### src/rtl/exe_mdu.sv
// exe_mdu: EXE-stage MULT/MULTU/DIV/DIVU and MTHI/MTLO unit that owns the architectural HI/LO registers.
// Latency: MULT/MULTU busy 1+MUL_CYCLES cycles, DIV/DIVU busy 34 (1 on divide-by-zero), then a one-cycle DONE; MTHI/MTLO write at the edge.
// Backpressure: EXE_MDUBusy holds IF..EXE until HI/LO carry the result; EXE_Flush aborts any op at the next edge.
module exe_mdu #(
  parameter int MUL_CYCLES = 2
) (
  input  logic        clk,
  input  logic        rst,
  input  logic        EXE_Flush,
  input  logic        EXE_MDUValid,
  input  logic [2:0]  EXE_MDUOp,
  input  logic [31:0] EXE_SrcA,
  input  logic [31:0] EXE_SrcB,
  output logic        EXE_MDUBusy,
  output logic        MDU_Done,
  output logic [31:0] HI,
  output logic [31:0] LO
);

  localparam logic [1:0] S_IDLE = 2'd0;
  localparam logic [1:0] S_MUL  = 2'd1;
  localparam logic [1:0] S_DIV  = 2'd2;
  localparam logic [1:0] S_DONE = 2'd3;

  localparam logic [2:0] OP_MULT  = 3'b001;
  localparam logic [2:0] OP_MULTU = 3'b010;
  localparam logic [2:0] OP_DIV   = 3'b011;
  localparam logic [2:0] OP_DIVU  = 3'b100;
  localparam logic [2:0] OP_MTHI  = 3'b101;
  localparam logic [2:0] OP_MTLO  = 3'b110;

  localparam logic [5:0] MUL_CNT_INIT = 6'(MUL_CYCLES - 1);
  localparam logic [5:0] DIV_CNT_INIT = 6'd32;

  logic [1:0]  state;
  logic [5:0]  cnt;
  // MUL: raw operands. DIV: op_a is the dividend magnitude shifting into the quotient, op_b the divisor magnitude.
  logic [31:0] op_a;
  logic [31:0] op_b;
  logic [31:0] rem;
  logic        is_signed;
  logic        neg_q;
  logic        neg_r;

  logic        is_mul_op;
  logic        is_div_op;
  logic        op_signed;
  logic        start;
  logic [31:0] mag_a;
  logic [31:0] mag_b;
  logic [63:0] product;
  logic [32:0] trial;
  logic [32:0] trial_diff;
  logic [31:0] quot_fix;
  logic [31:0] rem_fix;

  // Decode the incoming op, build the start condition and the datapath helpers.
  always_comb begin
    is_mul_op = (EXE_MDUOp == OP_MULT) || (EXE_MDUOp == OP_MULTU);
    is_div_op = (EXE_MDUOp == OP_DIV) || (EXE_MDUOp == OP_DIVU);
    op_signed = (EXE_MDUOp == OP_MULT) || (EXE_MDUOp == OP_DIV);
    start     = (state == S_IDLE) && EXE_MDUValid && (is_mul_op || is_div_op)
                && !EXE_Flush && !rst;

    // Magnitudes for the divider; 0x80000000 maps onto itself, which is the correct unsigned 2^31.
    mag_a = (op_signed && EXE_SrcA[31]) ? (32'd0 - EXE_SrcA) : EXE_SrcA;
    mag_b = (op_signed && EXE_SrcB[31]) ? (32'd0 - EXE_SrcB) : EXE_SrcB;

    // One 64x64 multiply covers both flavours: the low 64 bits of the extended product are exact.
    product = {{32{is_signed & op_a[31]}}, op_a} * {{32{is_signed & op_b[31]}}, op_b};

    // Restoring step: remainder < divisor, so bit 32 of the difference is a clean borrow flag.
    trial      = {rem, op_a[31]};
    trial_diff = trial - {1'b0, op_b};

    quot_fix = neg_q ? (32'd0 - op_a) : op_a;
    rem_fix  = neg_r ? (32'd0 - rem) : rem;
  end

  // Stall request and completion pulse; a flush in the DONE cycle suppresses the pulse.
  always_comb begin
    EXE_MDUBusy = start || (state == S_MUL) || (state == S_DIV);
    MDU_Done    = (state == S_DONE) && !EXE_Flush && !rst;
  end

  // Sequencer, operand latches and HI/LO writes; flush overrides everything except reset.
  always_ff @(posedge clk) begin
    if (rst) begin
      state     <= S_IDLE;
      cnt       <= 6'd0;
      op_a      <= 32'd0;
      op_b      <= 32'd0;
      rem       <= 32'd0;
      is_signed <= 1'b0;
      neg_q     <= 1'b0;
      neg_r     <= 1'b0;
      HI        <= 32'd0;
      LO        <= 32'd0;
    end else if (EXE_Flush) begin
      state <= S_IDLE;
    end else begin
      case (state)
        S_IDLE: begin
          if (start) begin
            is_signed <= op_signed;
            neg_q     <= op_signed & (EXE_SrcA[31] ^ EXE_SrcB[31]);
            neg_r     <= op_signed & EXE_SrcA[31];
            rem       <= 32'd0;
            if (is_mul_op) begin
              op_a  <= EXE_SrcA;
              op_b  <= EXE_SrcB;
              cnt   <= MUL_CNT_INIT;
              state <= S_MUL;
            end else begin
              op_a <= mag_a;
              op_b <= mag_b;
              // Divide-by-zero leaves HI/LO untouched but still completes through DONE.
              if (EXE_SrcB == 32'd0) begin
                state <= S_DONE;
              end else begin
                cnt   <= DIV_CNT_INIT;
                state <= S_DIV;
              end
            end
          end else if (EXE_MDUValid && (EXE_MDUOp == OP_MTHI)) begin
            HI <= EXE_SrcA;
          end else if (EXE_MDUValid && (EXE_MDUOp == OP_MTLO)) begin
            LO <= EXE_SrcA;
          end
        end
        S_MUL: begin
          if (cnt == 6'd0) begin
            {HI, LO} <= product;
            state    <= S_DONE;
          end else begin
            cnt <= cnt - 6'd1;
          end
        end
        S_DIV: begin
          if (cnt == 6'd0) begin
            LO    <= quot_fix;
            HI    <= rem_fix;
            state <= S_DONE;
          end else begin
            rem  <= trial_diff[32] ? trial[31:0] : trial_diff[31:0];
            op_a <= {op_a[30:0], ~trial_diff[32]};
            cnt  <= cnt - 6'd1;
          end
        end
        S_DONE: begin
          state <= S_IDLE;
        end
        default: begin
          state <= S_IDLE;
        end
      endcase
    end
  end

endmodule

### config.mk
export PLATFORM = sky130hd
export DESIGN_NAME = exe_mdu
export DESIGN_NICKNAME = d
export VERILOG_FILES = /design/src/rtl/exe_mdu.sv
export SDC_FILE = /design/constraint.sdc
export NUM_CORES = 2
export LEC_CHECK = 0
export BUFFER_PORTS_ARGS = -buffer_cell sky130_fd_sc_hd__buf_2
export CAP_MARGIN = 25
export CORE_ASPECT_RATIO = 1.25
export CORE_MARGIN = 1.5
export CORE_UTILIZATION = 50
export CTS_CLUSTER_SIZE = 10
export DETAILED_ROUTE_END_ITERATION = 12
export PLACE_DENSITY = 0.63
export SLEW_MARGIN = 15
export SYNTH_ARGS = -nofsm -noshare
export SYNTH_HDL_FRONTEND = slang
export SYNTH_SLANG_ARGS = --single-unit
### constraint.sdc
create_clock -name clk -period 9.6 [get_ports clk]
set_input_delay 1.44 -clock clk [delete_from_list [all_inputs] [get_ports clk]]
set_output_delay 1.44 -clock clk [all_outputs]
set_load 0.005 [all_outputs]
==> impl_metrics.ini <==
[placed_design]
gp_congestion = 0.991
dp_cells = 7116
hpwl_um = 142000
portBuffers = 136

[logic_synthesis]
synth_area_leaders = fa_1, inv_1, nand2_1, dfxtp_1, ha_1
async_flop_share_pct = 0
ys_seq_elements = 171
synth_area_mm2 = 0.0502
synthSimpleGateAreaFrac_pct = 16.6
synth_edf_count = 0
synthMuxAreaShare_pct = 0.640
synth_flop_cell = dfxtp_1
ys_warn_count = 0
synth_compound_area_share_pct = 9.60
synth_area_per_cell_um2 = 8.53
synth_top_area_share_pct = 44.9
synth_fa_ha_area_share_pct = 51.3
synth_top_area_cell = fa_1
synthesis.nets = 7340
synth-xor-area-share_pct = 3.42
yosysUniqueCellTypes = 88
synth_top_family_by_area = adder cells
synthCells = 5886
seq_area_frac_synth_pct = 6.82

[finish]
final_cell_mix = inv_1, fa_1, nand2_1
finalNonFillerCells = 7158
layout-drive-gt1-share_pct = 6.38
fin_nets = 7283
syn_to_final_growth_pct = 5.74
fin_util_pct = 53.5
nFillCells = 9409
final_common_cell = inv_1

[timing]
slew_headroom_pct = 23.0
min_period_ps = 9140
setup_violations = 0
slew_viol_final = 0
setup_tns_ps = 0
worst-slew-pin-transition_ps = 1140
max_freq_mhz = 109
timing.final.crit_share_pct = 95.2
rsz0062_at_grt = no
finClkSkew_ps = 32.6
hold_viol_final = 0

[worst_setup_path]
cp-end-kind = flip-flop
reg2reg_depth = 28
path_max_fanout = 21
cpMaxStageDelayCell = dfxtp_1
cp-start-kind = flip-flop
worstPathRequired_ps = 9970
crit_top_cell = fa_1
crit_type = reg -> reg
critPathArrivalTime_ps = 9510
slowest_delay_ps = 860

[detailed_routing]
vias = 41300
viasPerCell = 5.77
routed_wl_um = 173000
drtAntennaViolNets = 0
route.detailed.drc = 0
drt-wirelength-per-cell_um = 24.2
drt_pass1_iterations = 6
drtIter0Drc = 3467

[pwr]
seqPwrFrac_pct = 34.3
intPower_w = 0.00134
max-vdd-ir-drop_mv = 0.119
power.leakage_nw = 25.3
pwr-share-clk_pct = 36.6
comb_power_share_pct = 29.1
swShare_pct = 40.4
p_sw_w = 0.000909
finalPower_w = 0.00225
cellPowerDensity_mw_per_mm2 = 42.4

[run_status]
status = completed

[min_path]
min_path_type = reg -> reg
hold_path_depth = 2

[grt]
grt_max_degree = 76
grt_use_total_pct = 35.0
antenna_found_initial = 11
grt_pass1_wl_um = 266000
grt_pass1_vias = 43200
grt_remaining_overflow = 0

[die]
start_util_pct = 50.6
std_cell_rows = 129
die_area_mm2 = 0.102
io_pins = 137
coreArea_mm2 = 0.0993
die_h_um = 357
fp.dieW_um = 286

[cts]
cts.path.max_buffers = 2
htreeDepth = 4
cts.repair.resized = 0
cts_sinks = 171
clkTransAtPathRegs_ps = 80
postCtsHoldBufs = 0
cts_tree = built
root_buffer = clkbuf_16
clk_latency_ps = 520
cts-buffers-inserted = 17
cts_setup_buffers = 0

[flow_run]
maxCapViolCount = 0
per-stage QoR:
| step | setup WS [ps] | instance area, um^2 | hold slack, ps |
|---|---|---|---|
| 6_report | 458 | 53100 | 457 |
| 5_1_grt | 132 | 53100 | 477 |
| 4_1_cts | 442 | 53000 | 457 |
| 3_5_place_dp | 516 | 52400 | 445 |
| 3_3_place_gp | 441 | 52300 | 439 |
| 2_1_floorplan | 1550 | 50200 | 444 |
metal layers:
metal / part of all wire, % / GRT usage (%)
met1: 37 / 42.5
met4: 8.0 / 23.3
met2: 47 / 57.2
met3: 7.5 / 6.45
met5: 0.028 / 0
final cells by class:
cell class                      count  area, um^2  area share, %
Sequential cell                   171        3430           6.46
Timing Repair Buffer              287        1930           3.63
Clock buffer                       17         425          0.801
Clock inverter                     15         223          0.419
Tap cell                         1310        1640           3.09
Antenna cell                        6        15.0         0.0283
Multi-Input combinational cell   4162       41000           77.2
Inverter                         1190        4470           8.41
power by group through the flow:
stage | Clock [W] | Sequential, W | Combinational [W]
2_1_floorplan | 0 | 0.000751 | 0.000400
3_3_place_gp | 0 | 0.000792 | 0.000625
3_5_place_dp | 0 | 0.000789 | 0.000632
4_1_cts | 0.000827 | 0.000773 | 0.000635
5_1_grt | 0.000849 | 0.000773 | 0.000697
6_report | 0.000822 | 0.000772 | 0.000655
path summary, 6_finish.rpt:
kind                 start      end  slack, ps
setup / recovery  op_a[11]    HI[7]        460
hold / removal     op_a[7]  op_a[7]        460
setup reg to reg  op_a[11]    HI[7]        460
hold reg to reg    op_a[7]  op_a[7]        460
critical path: cells and delay by family, from the launching register on:
kind / cells / cell delay (ps)
compound gates: 4 / 980
xor+xnor: 1 / 350
fa+ha+maj: 9 / 4420
buf+inv: 9 / 1000
flops: 1 / 860
simple gates: 5 / 1340
synth_stat cells, drive strengths merged (19+ instances only):
cell,instances
nand4,19
o21ai,178
ha,257
nand2,983
clkbuf,308
buf,55
a221oi,28
a21oi,208
xnor2,143
o41ai,26
fa,1126
and2,306
o21a,25
a31oi,23
mux2i,31
dfxtp,171
nor2,232
and3,36
nand2b,19
xor2,53
o31ai,47
nor3,47
nor4,25
nand3,47
a211oi,37
or3,29
inv,1188
a21o,46
flip-flops by register name, summed over array words and instances (netlist names):
signal,count
state,2
neg_r,1
is_signed,1
cnt,6
rem,32
neg_q,1
op_a,32
HI,32
op_b,32
LO,32
logic make-up (layout without fill, tap and decap cells):
group           Yosys count  after routing
compound gates          737            737
xor+xnor                196            196
fa+ha+maj              1383           1383
buf+inv                1553           1509
flops                   171            171
mux                      32             32
other cells               0              6
simple gates           1814           1814
(Power assumes the default switching activity.)
